--- config.mk ---
export PLATFORM = sky130hd
export DESIGN_NAME = keypad_entry_display
export DESIGN_NICKNAME = d
export VERILOG_FILES = /design/src/rtl/keypad_entry_display.sv
export SDC_FILE = /design/constraint.sdc
export NUM_CORES = 1
export LEC_CHECK = 0
export BUFFER_PORTS_ARGS = -buffer_cell sky130_fd_sc_hd__buf_4
export CAP_MARGIN = 25
export CELL_PAD_IN_SITES_DETAIL_PLACEMENT = 0
export CELL_PAD_IN_SITES_GLOBAL_PLACEMENT = 1
export CORE_MARGIN = 2
export CORE_UTILIZATION = 41
export DETAILED_ROUTE_END_ITERATION = 7
export GPL_ROUTABILITY_DRIVEN = 0
export GPL_TIMING_DRIVEN = 1
export PLACE_DENSITY = 0.73
export SYNTH_ARGS = -nofsm -noshare
export SYNTH_HDL_FRONTEND = slang
export SYNTH_SLANG_ARGS = --single-unit
--- constraint.sdc ---
create_clock -name clk_100MHz -period 2.3 [get_ports clk_100MHz]
set_input_delay 0.115 -clock clk_100MHz [delete_from_list [all_inputs] [get_ports clk_100MHz]]
set_output_delay 0.115 -clock clk_100MHz [all_outputs]
set_load 0.01 [all_outputs]
--- src/rtl/keypad_entry_display.sv ---
// keypad_entry_display: debounces decoded keypad presses, shifts each accepted
// hex key into a 4-digit entry register and scans that register onto a
// 4-digit common-anode 7-segment display.
// Optional feature macro: KEYPAD_LEADING_BLANK_EN (blank digit positions that
// have not been entered yet since reset or clear).
module keypad_entry_display #(
  parameter int DEBOUNCE_CYCLES = 1000000,
  parameter int REFRESH_CYCLES  = 100000
) (
  input  logic        clk_100MHz,
  input  logic        reset,
  input  logic [3:0]  key_code,
  input  logic        key_valid,
  input  logic        clear,
  output logic        key_strobe,
  output logic [15:0] digits,
  output logic [3:0]  an,
  output logic [6:0]  seg
);

  localparam int DB_W = $clog2(DEBOUNCE_CYCLES);
  localparam int RF_W = $clog2(REFRESH_CYCLES);
  localparam logic [DB_W-1:0] DB_LAST = DB_W'(DEBOUNCE_CYCLES - 1);
  localparam logic [RF_W-1:0] RF_LAST = RF_W'(REFRESH_CYCLES - 1);

  localparam logic [1:0] IDLE         = 2'd0;
  localparam logic [1:0] PRESS_WAIT   = 2'd1;
  localparam logic [1:0] HELD         = 2'd2;
  localparam logic [1:0] RELEASE_WAIT = 2'd3;

  logic [1:0]      state;
  logic [DB_W-1:0] db_cnt;
  logic [3:0]      code_q;
  logic            accept;
  logic [2:0]      count;
  logic [RF_W-1:0] rf_cnt;
  logic [1:0]      sel;
  logic [3:0]      nibble;
  logic [3:0]      an_next;
  logic [6:0]      seg_next;

  // A press is accepted on the cycle the key has been stable for the full window
  assign accept = (state == PRESS_WAIT) && key_valid && (key_code == code_q) &&
                  (db_cnt == DB_LAST);

  // Debounce FSM: one strobe per stable press, release must also be stable
  always_ff @(posedge clk_100MHz) begin
    if (reset) begin
      state      <= IDLE;
      db_cnt     <= '0;
      code_q     <= '0;
      key_strobe <= 1'b0;
    end else begin
      key_strobe <= 1'b0;
      case (state)
        IDLE: begin
          if (key_valid) begin
            code_q <= key_code;
            db_cnt <= '0;
            state  <= PRESS_WAIT;
          end
        end
        PRESS_WAIT: begin
          if (!key_valid || (key_code != code_q)) begin
            state <= IDLE;
          end else if (db_cnt == DB_LAST) begin
            state      <= HELD;
            key_strobe <= 1'b1;
          end else begin
            db_cnt <= db_cnt + 1'b1;
          end
        end
        HELD: begin
          if (!key_valid) begin
            state  <= RELEASE_WAIT;
            db_cnt <= '0;
          end
        end
        RELEASE_WAIT: begin
          if (key_valid) begin
            state <= HELD;
          end else if (db_cnt == DB_LAST) begin
            state <= IDLE;
          end else begin
            db_cnt <= db_cnt + 1'b1;
          end
        end
        default: state <= IDLE;
      endcase
    end
  end

  // Entry register: clear wins over a same-cycle shift; count saturates at 4
  always_ff @(posedge clk_100MHz) begin
    if (reset) begin
      digits <= 16'h0000;
      count  <= 3'd0;
    end else if (clear) begin
      digits <= 16'h0000;
      count  <= 3'd0;
    end else if (accept) begin
      digits <= {digits[11:0], code_q};
      if (count != 3'd4) begin
        count <= count + 3'd1;
      end
    end
  end

  // Decode the digit for the current scan slot into anode and cathode patterns
  always_comb begin
    nibble  = digits[{sel, 2'b00} +: 4];
    an_next = 4'(~(4'b0001 << sel));
    case (nibble)
      4'h0: seg_next = 7'b1000000;
      4'h1: seg_next = 7'b1111001;
      4'h2: seg_next = 7'b0100100;
      4'h3: seg_next = 7'b0110000;
      4'h4: seg_next = 7'b0011001;
      4'h5: seg_next = 7'b0010010;
      4'h6: seg_next = 7'b0000010;
      4'h7: seg_next = 7'b1111000;
      4'h8: seg_next = 7'b0000000;
      4'h9: seg_next = 7'b0010000;
      4'hA: seg_next = 7'b0001000;
      4'hB: seg_next = 7'b0000011;
      4'hC: seg_next = 7'b1000110;
      4'hD: seg_next = 7'b0100001;
      4'hE: seg_next = 7'b0000110;
      default: seg_next = 7'b0001110;
    endcase
`ifdef KEYPAD_LEADING_BLANK_EN
    if ({1'b0, sel} >= count) begin
      an_next  = 4'b1111;
      seg_next = 7'b1111111;
    end
`endif
  end

  // Display scan: outputs only change on refresh wrap so digits never glitch
  always_ff @(posedge clk_100MHz) begin
    if (reset) begin
      rf_cnt <= '0;
      sel    <= 2'd0;
      an     <= 4'b1111;
      seg    <= 7'b1111111;
    end else if (rf_cnt == RF_LAST) begin
      rf_cnt <= '0;
      an     <= an_next;
      seg    <= seg_next;
      sel    <= sel + 2'd1;
    end else begin
      rf_cnt <= rf_cnt + 1'b1;
    end
  end

endmodule

==> flow_summary.yaml <==
critical_path:
  worstPathRequired_ns: 2.55
  worstPathArrival_ns: 2.40
  critPathLaunchType: "flip-flop"
  critPathCapture: "db_cnt[19]$_SDFFE_PP0P_"
  reg2reg_depth: 6
  crit_chain: "nand4_1 -> nor4_2 -> buf_4 -> and3_1 -> nor4b_1 -> mux2_2"
  r2r-end: "db_cnt[19]$_SDFFE_PP0P_"
  r2r_slack_ns: 0.15
  path_class: "flip-flop to flip-flop"
  cp_max_fo: 5
  crit_start: "db_cnt[6]$_SDFFE_PP0P_"
  rr_startpoint: "db_cnt[6]$_SDFFE_PP0P_"
  cpPeakStageDelay_ns: 0.45
  end_kind: "flip-flop"
  crit_slowest_cell: "dfxtp_1"
power_and_ir_drop:
  power_mw: 2.553
  vdd_drop_max_mv: 0.2875
  leakage_nw: 1.608
  power.density_mw_per_mm2: 578.9
sta:
  fin_skew_ns: 0.01874
  fin_crit_ns: 2.151
  rsz0062_at_grt: "false"
  fin_crit_sh_pct: 93.52
  timing.slew.headroom_pct: 62.33
  setup_tns_ns: 0
  hold_viol: 0
  setup_viol: 0
  fmax_mhz: 464.9
  worst_pin_slew_ns: 0.5630
  drv_slew: 0
clock_tree:
  post-cts-setup-buffers: 0
  path_clk_slew_ns: 0.08
  numCtsBuffers: 9
  clockBufferDepth: 2
  cts_root_buffer: "clkbuf_8"
  cts_tree: "done"
  h-tree-depth: 3
  clk_latency_ns: 0.35
  clock_sinks: 73
route:
  wl_per_cell_um: 15.41
  antenna_left: 0
  first_pass_iters: 4
  vias: 3233
  drc_errors: 0
  drt_iter0_markers: 229
  avgViaCountPerCell: 5.517
  totalWireLength_mm: 9.033
yosys:
  ys_types: 58
  async_flop_share_pct: 0
  yosysMostFrequentCell: "dfxtp_1"
  syn_inst: 428
  synthXorXnorAreaFrac_pct: 5.164
  synth.mux.area_fraction_pct: 7.881
  synthAdderAreaFrac_pct: 4.024
  synth_commonest_cells: "dfxtp_1 (73), nor2_1 (58), nand2_1 (38), a21oi_1 (22)"
  synth.avg_cell_area_um2: 8.717
  synth_simple_gate_area_share_pct: 25.08
  ys_warn_count: 0
  yosysSeqAreaShare_pct: 39.17
  synth-compound-area-share_pct: 13.72
  synth_top_family_by_area: "simple AND/OR/NAND/NOR gates"
  synth_fp_nets: 448
  ys_ff_latch: 73
  yosysTopAreaCell: "dfxtp_1"
  yosysTopAreaCellShare_pct: 39.17
  netlist_area_mm2: 0.003731
  synthFlopType: "dfxtp_1"
  synth_edf_count: 0
  yosys-top-cells-area: "dfxtp_1 (39%), nor2_1 (5.8%), mux2i_1 (4.6%), ha_1 (4.0%), nand2_1 (3.8%)"
cells_and_area:
  utilization_pct: 50.33
  nets: 493
  layout-drive-gt1-share_pct: 18.41
  diodes: 0
  nFillCells: 854
  area_growth_pct: 18.21
global_routing:
  grt_max_degree: 32
  antenna_found_initial: 0
  grt_pass1_vias: 3110
  grt_pass1_wl_mm: 15.23
  track_usage_pct: 19.26
  grt-ovfl-total: 0
floorplanning:
  die_area_mm2: 0.009879
  rows: 34
  io_pins: 36
  die_x_um: 99.40
  initial_core_util_pct: 42.58
  coreArea_mm2: 0.008763
  die_h_um: 99.40
place:
  io_buffers: 35
  dp_hpwl_mm: 6.505
min_path:
  min_path_type: "primary input to flip-flop"
status:
  status: "completed"
flow_run:
  cap_viol_max_count: 0
power breakdown:
part	leakage (nW)	internal, mW	switching (mW)	total (mW)
clock network	0.0982	0.564	0.510	1.07
registers	0.591	1.28	0.0135	1.29
logic	0.919	0.0630	0.126	0.189
timing repair:
item	in CTS	in global routing
endpoints found under the hold margin	1	0
resized for setup	0	4
endpoints found under the setup margin	0	3
hold buffers	1	0
per-stage QoR:
stage               instance area [µm²]  cells  setup WS (ns)  hold slack [ns]
finish                             4410    586         0.1490          0.02064
global placement                   4178    569         0.1653           0.3839
detailed placement                 4178    569         0.1823           0.3867
CTS                                4400    586         0.1469         0.009689
global route                       4410    586       0.009463          0.01527
floorplan                          3731    428         0.2104           0.2510
worst max-delay path: cells and delay by family, from the launching register on:
family | cells | cell delay, ns
buf+inv | 1 | 0.18
mux | 1 | 0.37
simple gates | 4 | 1.04
flops | 1 | 0.45
registers in the layout, summed over array words and instances (netlist names):
register,cells
code_q,4
sel,2
an,4
digits,16
state,2
seg,7
rf_cnt,17
key_strobe,1
db_cnt,20
kinds of logic after synthesis:
kind of cell               count (synthesis)
muxes                                     23
xor gates and xnor gates                  22
and+or+nand+nor                          179
DFF                                       73
AOI/OAI and AO/OA                         78
buffers and inverters                     41
adders and majority gates                 12
how the worst min path moves through the flow:
stage                      from                     end  slack, ns  cells after the start
floorplan           key_code[0]  code_q[0]$_SDFFE_PP0P_       0.25                      2
global placement    key_code[1]  code_q[1]$_SDFFE_PP0P_       0.38                      3
detailed placement  key_code[1]  code_q[1]$_SDFFE_PP0P_       0.39                      3
CTS                 key_code[0]  code_q[0]$_SDFFE_PP0P_       0.01                      3
global route        key_code[0]  code_q[0]$_SDFFE_PP0P_       0.02                      3
finish              key_code[0]  code_q[0]$_SDFFE_PP0P_       0.02                      3
per-layer routing:
layer	vias up	global-route usage, %	wire, µm
li1	1638	-	-
met1	1505	26.69	4444
met2	80	29.94	4073
met3	10	3.584	393
met4	0	7.271	122
met5	-	0	0
area by class of cell:
type | count | area, µm² | share of cell area, %
sequential | 73 | 1464 | 33.19
tap | 108 | 135.1 | 3.064
multi-input combinational | 314 | 2092 | 47.43
inverter | 19 | 71.32 | 1.617
clock buffer | 11 | 151.4 | 3.433
timing repair buffer | 56 | 435.4 | 9.872
clock inverter | 5 | 61.31 | 1.390
placed cells by master, fill, tap and decap left out, types with 3 or more instances in the layout:
cell type | netlist | layout
mux4_2 | 5 | 5
o211ai_1 | 6 | 6
nand4_1 | 11 | 11
mux2i_1 | 17 | 17
nand3_1 | 18 | 18
dfxtp_1 | 73 | 71
nor4bb_1 | 3 | 3
nand2_1 | 38 | 38
buf_4 | 1 | 54
nor4_1 | 5 | 4
o32ai_1 | 5 | 5
or4bb_1 | 3 | 3
and3_1 | 12 | 12
xor2_1 | 15 | 15
nor3_1 | 8 | 8
nand4b_1 | 3 | 3
clkbuf_8 | 0 | 11
ha_1 | 12 | 12
a31oi_1 | 4 | 4
a21oi_1 | 22 | 22
clkinvlp_4 | 0 | 3
o21ai_0 | 19 | 19
nor2_1 | 58 | 58
inv_1 | 19 | 19
xnor2_1 | 7 | 7
Note: power is estimated with default switching activity, not from simulation.
